--- src/rtl/ped_signal_ctrl_if.sv ---
// ped_signal_ctrl_if: vehicle lamps and button in, pedestrian lamps out.
interface ped_signal_ctrl_if #(parameter int CNT_W = 8);
  logic red, yellow, green, ped_btn;
  logic walk, dont_walk, ped_wait, abort;
  logic [CNT_W-1:0] countdown;
  modport master(output red, yellow, green, ped_btn, input walk, dont_walk, ped_wait, countdown, abort);
  modport slave(input red, yellow, green, ped_btn, output walk, dont_walk, ped_wait, countdown, abort);
endinterface

--- src/rtl/ped_signal_ctrl.sv ---
// ped_signal_ctrl: WALK/flash/hold pedestrian phasing keyed off the vehicle red lamp.
module ped_signal_ctrl #(
  parameter int WALK_CYC = 20,
  parameter int FLASH_CYC = 10,
  parameter int FLASH_HALF = 2,
  parameter int CNT_W = 8
) (
  input logic clk,
  input logic rst,
  ped_signal_ctrl_if.slave p
);
  typedef enum logic [1:0] {IDLE, WALK, FLASH, HOLD} state_t;
  localparam logic [CNT_W-1:0] W_LD = CNT_W'(WALK_CYC - 1);
  localparam logic [CNT_W-1:0] F_LD = CNT_W'(FLASH_CYC);
  localparam logic [CNT_W-1:0] H_LD = CNT_W'(FLASH_HALF - 1);
  state_t state, state_n;
  logic req, req_n, btn_d, red_d, walk, walk_n, dw, dw_n, abort, abort_n;
  logic [CNT_W-1:0] cnt, cnt_n, hcnt, hcnt_n, cd, cd_n;
  logic safe_red, press, onset;
  assign safe_red = p.red & ~p.yellow & ~p.green;
  assign press = p.ped_btn & ~btn_d;
  assign onset = safe_red & ~red_d;
  always_comb begin
    state_n = state;
    req_n = req;
    cnt_n = cnt;
    hcnt_n = hcnt;
    walk_n = 1'b0;
    dw_n = 1'b1;
    cd_n = '0;
    abort_n = 1'b0;
    case (state)
      IDLE: begin
        req_n = req | press;
        if (onset && req_n) begin
          state_n = WALK;
          req_n = 1'b0;
          cnt_n = W_LD;
          walk_n = 1'b1;
          dw_n = 1'b0;
        end else if (onset) state_n = HOLD;
      end
      WALK: begin
        if (!safe_red) begin
          state_n = IDLE;
          req_n = 1'b1;
          abort_n = 1'b1;
        end else if (cnt == '0) begin
          state_n = FLASH;
          cd_n = F_LD;
          hcnt_n = H_LD;
        end else begin
          cnt_n = cnt - 1'b1;
          walk_n = 1'b1;
          dw_n = 1'b0;
        end
      end
      FLASH: begin
        req_n = req | press;
        if (!safe_red) begin
          state_n = IDLE;
          req_n = 1'b1;
          abort_n = 1'b1;
        end else if (cd == CNT_W'(1)) state_n = HOLD;
        else begin
          cd_n = cd - 1'b1;
          dw_n = (hcnt == '0) ? ~dw : dw;
          hcnt_n = (hcnt == '0) ? H_LD : hcnt - 1'b1;
        end
      end
      default: begin
        req_n = req | press;
        state_n = safe_red ? HOLD : IDLE;
      end
    endcase
  end
  // red_d resets high so a red already lit at reset release is not an onset
  always_ff @(posedge clk) begin
    if (rst) begin
      state <= IDLE;
      req <= 1'b0;
      btn_d <= 1'b0;
      red_d <= 1'b1;
      cnt <= '0;
      hcnt <= '0;
      cd <= '0;
      walk <= 1'b0;
      dw <= 1'b1;
      abort <= 1'b0;
    end else begin
      state <= state_n;
      req <= req_n;
      btn_d <= p.ped_btn;
      red_d <= safe_red;
      cnt <= cnt_n;
      hcnt <= hcnt_n;
      cd <= cd_n;
      walk <= walk_n;
      dw <= dw_n;
      abort <= abort_n;
    end
  end
  assign p.walk = walk;
  assign p.dont_walk = dw;
  assign p.ped_wait = req;
  assign p.countdown = cd;
  assign p.abort = abort;
endmodule

--- src/flat_wrapper.sv ---
// flat-port wrapper written by rule: the top's interface ports become plain ports
module ped_signal_ctrl_flat 
#(
  parameter int WALK_CYC = 20,
  parameter int FLASH_CYC = 10,
  parameter int FLASH_HALF = 2,
  parameter int CNT_W = 8
)
  (clk, rst, p_red, p_yellow, p_green, p_ped_btn, p_walk, p_dont_walk, p_ped_wait, p_countdown, p_abort);
  ped_signal_ctrl_if #(.CNT_W(CNT_W)) p_i ();
  input logic clk;
  input logic rst;
  input wire logic [$bits(p_i.red)-1:0] p_red;
  input wire logic [$bits(p_i.yellow)-1:0] p_yellow;
  input wire logic [$bits(p_i.green)-1:0] p_green;
  input wire logic [$bits(p_i.ped_btn)-1:0] p_ped_btn;
  output wire logic [$bits(p_i.walk)-1:0] p_walk;
  output wire logic [$bits(p_i.dont_walk)-1:0] p_dont_walk;
  output wire logic [$bits(p_i.ped_wait)-1:0] p_ped_wait;
  output wire logic [$bits(p_i.countdown)-1:0] p_countdown;
  output wire logic [$bits(p_i.abort)-1:0] p_abort;
  assign p_i.red = p_red;
  assign p_i.yellow = p_yellow;
  assign p_i.green = p_green;
  assign p_i.ped_btn = p_ped_btn;
  assign p_walk = p_i.walk;
  assign p_dont_walk = p_i.dont_walk;
  assign p_ped_wait = p_i.ped_wait;
  assign p_countdown = p_i.countdown;
  assign p_abort = p_i.abort;
  ped_signal_ctrl #(.WALK_CYC(WALK_CYC), .FLASH_CYC(FLASH_CYC), .FLASH_HALF(FLASH_HALF), .CNT_W(CNT_W)) u_core (.clk(clk), .rst(rst), .p(p_i));
endmodule
--- config.mk ---
export PLATFORM = sky130hd
export DESIGN_NAME = ped_signal_ctrl_flat
export DESIGN_NICKNAME = d
export VERILOG_FILES = /design/src/rtl/ped_signal_ctrl_if.sv /design/src/rtl/ped_signal_ctrl.sv /design/src/flat_wrapper.sv
export SDC_FILE = /design/constraint.sdc
export NUM_CORES = 1
export LEC_CHECK = 0
export BUFFER_PORTS_ARGS = -buffer_cell sky130_fd_sc_hd__clkbuf_2
export CAP_MARGIN = 30
export CORE_MARGIN = 2
export CORE_UTILIZATION = 55
export CTS_BUF_LIST = sky130_fd_sc_hd__clkbuf_8
export CTS_CLUSTER_SIZE = 10
export DETAILED_ROUTE_END_ITERATION = 10
export PLACE_DENSITY_LB_ADDON = 0.3
export RECOVER_POWER = 100
export SYNTH_ARGS = -nofsm -noshare
export SYNTH_HDL_FRONTEND = slang
export SYNTH_SLANG_ARGS = --single-unit
--- constraint.sdc ---
create_clock -name clk -period 6.4 [get_ports clk]
set_input_delay 0.96 -clock clk [delete_from_list [all_inputs] [get_ports clk]]
set_output_delay 0.96 -clock clk [all_outputs]
set_load 0.1 [all_outputs]
* Word-level counts from Yosys, hierarchy flattened
Index checks and enable logic that the tools add are counted.
** Storage, ports and cells
- Register bits :: 32
- Logic and storage cells :: 88
- Input bits :: 6
** Operators by class
- Add/subtract/negate cells :: 3
- Reductions and logical operators :: 11
- Eq/ne operators :: 14
- Bitwise logic cells :: 11
- Muxes and demuxes :: 39
** Operator list (count)
- $mux 8 :: 11
- $pmux 8 s2 :: 3
- $sub 8x1->8 const B :: 3
- $logic_not 8->1 :: 2
- $mux 2 :: 7
- $mux 1 :: 13
- $eq 8x1->1 const B :: 1
- $ne 2x1->1 const B :: 4
- $ne 2x2->1 const B :: 3
- $ne 3x3->1 const B :: 2
- $not 1->1 :: 6
- $pmux 1 s3 :: 2
- $pmux 2 s3 :: 1
- $reduce_and 5->1 :: 1
- $and 1x1->1 :: 4
- $mux 4 :: 1
- $ne 4x4->1 const B :: 1
- $reduce_and 4->1 :: 1
- $reduce_bool 2->1 :: 2
- $reduce_or 2->1 :: 2
- $ne 3x1->1 const B :: 1
- $reduce_and 3->1 :: 1
- $eq 2x1->1 const B :: 1
- $eq 2x2->1 const B :: 1
- other kinds (4) :: 4

* Longest topological paths before layout
- Word-level depth :: 7
- Depth in mapped cells :: 8
- Gate-level depth less buffers :: 7

* Worst setup path before layout
OpenSTA, ideal clock, no wires.
- Path type :: register -> register
- Start :: register u_core.cd[1] (netlist: u_core.p.countdown[1])
- End :: register u_core.hcnt[5]
- Arrival time :: 2.691 ns
- Setup slack :: 3.624 ns
- Stages on the path, launching flop included :: 8
- Data required time :: 6.316 ns
- Cells stage by stage :: dfxtp_1 > inv_1 > ha_1 > or3b_2 > o21ai_2 > or3_4 > or4_1 > o31ai_2
** Between the ends
- Longest elaborated chain between the ends :: 3
** Ends and longest elaborated chain
- start: declaration :: line ped_signal_ctrl.sv:18 : logic [CNT_W-1:0] cnt, cnt_n, hcnt, hcnt_n, cd, cd_n;
- start signal: assignment :: line ped_signal_ctrl.sv:97 : cd <= cd_n;
- $eq 8x1->1 :: line ped_signal_ctrl.sv:64 : end else if (cd == CNT_W'(1)) state_n = HOLD;
- $ne 2x2->1 (no line)
- $reduce_and 5->1 (no line)
- end signal: assignment :: line ped_signal_ctrl.sv:96 : hcnt <= hcnt_n;
- end: declaration :: line ped_signal_ctrl.sv:18
No other way between the ends.
A chain may end at the register's enable or synchronous reset.

* Worst setup path after layout
- Start :: input p_yellow
- End :: register u_core.hcnt[5]
** Between the ends
- Longest elaborated chain between the ends :: 5
** Ends and longest elaborated chain
- start: declaration :: line flat_wrapper.sv:14 : input wire logic [$bits(p_i.yellow)-1:0] p_yellow;
- $not 1->1 * :: line ped_signal_ctrl.sv:20 : assign safe_red = p.red & ~p.yellow & ~p.green;
- $and 1x1->1 * (2 in series) :: line ped_signal_ctrl.sv:20
- $ne 2x1->1 (no line)
- $reduce_and 5->1 (no line) *
Mark *: on every way between the ends. The rest lies on a longest branch, timed or not.

==> reports/qor.csv <==
metric;value;unit
cell accounting for the most synthesized area;dfxtp_1;
Mapped Cells;204;
diode count;0;
Final Max Tran Viols;0;
die height;61.2;µm
clk_lat worst skew;280;ps
fin nets;240;
combinational share of power;45.2;%
switching pwr;0.000325;W
Top FF cell, synth;dfxtp_1;
Final Non-Filler Cells;269;
Root Buffer;clkbuf_8;
cell area after synthesis;1800;µm²
Syn Area/Cell;8.82;µm²
Die Wd;61.2;µm
total gr overflow;0;
Die ar.;3740;µm²
Max-Cap Viols;0;
flops & latches, synth;32;
CTS tree;done;
Crit. End Element;flip-flop;
Slowest cell on crit path;nor3b_1;
Post-synth EDFFs;0;
Final Worst Setup Slack;3030;ps
Pwr Density;377;nW/µm²
final cycle utilization of the critical path;52.7;%
Layout area overhead;10.2;%
Hold Violations, Final;0;
share of the synthesized area in the top cell type;35.6;%
CTS clock-pin slew for the worst setup and hold paths;70;ps
post-detail-place hpwl;2.75;mm
number of setup buffers added after CTS;0;
Critical Path Fanout Max;9;
CTS Buf Count;5;
DR iter-0 viols;76;
min cycle time layout;3370;ps
post-CTS sizing;0;
Routability Congestion;0.901;
# hold bufs at CTS;0;
Slew HR;22.0;%
Cell Chain, Critical Path;clkbuf_1, nor3b_1, o21ai_0, or3_1, or4_1, o31ai_2;
Post-Syn Nets;220;
Seq pwr share;33.9;%
Placement Setup Slack;3460;ps
Peak VDD IR;0.260;mV
first-pass GRT wire length;6.26;mm
CP peak stage delay;690;ps
HP Class;flip-flop to flip-flop;
outcome;finished clean;
register area share after synthesis;35.6;%
clock sink count;32;
number of global-route vias before repair;1470;
layout cells sized above 1;7.56;%
internal power;0.000423;W
I/O pin cnt;18;
vias per cell;6.01;
post-route ant nets;0;
initial antenna violation count;0;
placed cell area;1920;µm²
critical path class;input port to flip-flop;
Design Power;0.000748;W
Area contributors post-synth;dfxtp_1 36%, ha_1 7.0%, or3_1 4.2%, inv_1 3.5%, nor2_1 3.5%;
final setup fails;0;
Max Freq;0.297;GHz
Yosys cell types;55;
Least-Margin Pin Slew;1180;ps
leakage power;0.785;nW
clk_skew;10.1;ps
Pre-antenna DRT Iters;4;
largest net degree at the start of global routing;26;
IO buf count;17;
CTS Buffer Depth;2;
Routed Wire Length;3.75;mm
Final Instance Area;1980;µm²
unrepaired setup endpoints after global routing;no;
CP startpoint kind;input port;
commonest non-fill, non-tap cell in the layout;dfxtp_1;
wire per inst;13.9;µm
worst path required time;6600;ps
H-tree depth;2;
row count;20;
Post-Place Cells;261;
core area;3080;µm²
total number of vias;1617;
drt drc;0;
Overall Global Routing Usage;22.7;%
sum of negative setup slack;0;ps
CP arrival;3570;ps
Ys Warns;0;
Clk pwr share;20.9;%
Synth async-reset ratio;0;%
Sw Ratio;43.4;%
initial core utilization;58.5;%
most frequent cells in the layout;32 x dfxtp_1, 19 x inv_1, 17 x nor2_1, 14 x clkbuf_1, 13 x or3_1;
## final timing paths
| path | start | to | slack, ps | cells after the start |
|---|---|---|---|---|
| hold reg to reg | u_core.hcnt[1] | u_core.hcnt[1] | 470 | 2 |
| setup reg to reg | u_core.state[1] | u_core.cnt[7] | 3860 | 7 |
| hold / removal | u_core.hcnt[1] | u_core.hcnt[1] | 470 | 2 |
| setup / recovery | p_yellow | u_core.hcnt[5] | 3030 | 6 |
## power groups by stage
| stage | sequential (W) | combinational, W | clock [W] |
|---|---|---|---|
| floorplan | 0.000316 | 0.000212 | 0 |
| global placement | 0.000255 | 0.000330 | 0 |
| detailed placement | 0.000257 | 0.000337 | 0 |
| CTS | 0.000253 | 0.000339 | 0.000159 |
| global route | 0.000257 | 0.000373 | 0.000168 |
| finish | 0.000254 | 0.000338 | 0.000156 |
## synth_stat cells, types with 3 or more instances
cell,count
nor3b_1,3
nor2b_1,6
nor3_1,4
a211oi_1,8
a21oi_1,9
nand3_1,4
clkbuf_1,3
nor4_1,3
dfxtp_1,32
o21ai_0,6
xnor2_1,5
inv_1,17
or3_1,12
nand2b_1,5
or4_1,5
nor2_1,17
a21o_1,4
ha_1,10
nand2_1,8
## routing by layer
metal | vias to the layer above | global-route usage (%) | part of all wire, %
met4 | 0 | 9.94 | 1.7
met2 | 38 | 36.3 | 47
li1 | 799 | - | -
met5 | - | 0 | 0
met3 | 9 | 7.56 | 4.4
met1 | 771 | 27.7 | 47
## layout make-up
type | count | area, µm²
tap | 44 | 55.1
clock buffer | 6 | 82.6
inverter | 17 | 63.8
sequential | 32 | 641
clock inverter | 2 | 7.51
timing repair buffer | 17 | 67.6
fill | 264 | 1090
multi-input combinational | 151 | 1070
## kinds of logic (layout without fill, tap and decap cells)
group | after synthesis | count (layout) | synth area share [%]
buffers and inverters | 21 | 42 | 4.38
adders and majority gates | 10 | 10 | 6.95
xor gates and xnor gates | 7 | 7 | 3.41
DFF | 32 | 32 | 35.6
and+or+nand+nor | 80 | 80 | 26.7
AOI/OAI and AO/OA | 54 | 54 | 23.0
## worst max-delay path: cells and delay by family
family,cells,cell delay [ps]
and+or+nand+nor,3,1780
AOI/OAI and AO/OA,2,730
buffers and inverters,1,100
## stage by stage
stage,utilization [%],hold WS (ps)
finish,64.4,474
global route,64.4,495
CTS,65.4,478
detailed placement,62.5,469
global placement,62.5,454
floorplan,-,441
## registers in the layout, summed over array words and instances (netlist names)
signal,count
u_core.cnt,8
u_core.p.countdown,8
u_core.p.abort,1
u_core.btn_d,1
u_core.p.ped_wait,1
u_core.red_d,1
u_core.hcnt,8
u_core.p.dont_walk,1
u_core.state,2
u_core.p.walk,1
(Power assumes the default switching activity.)
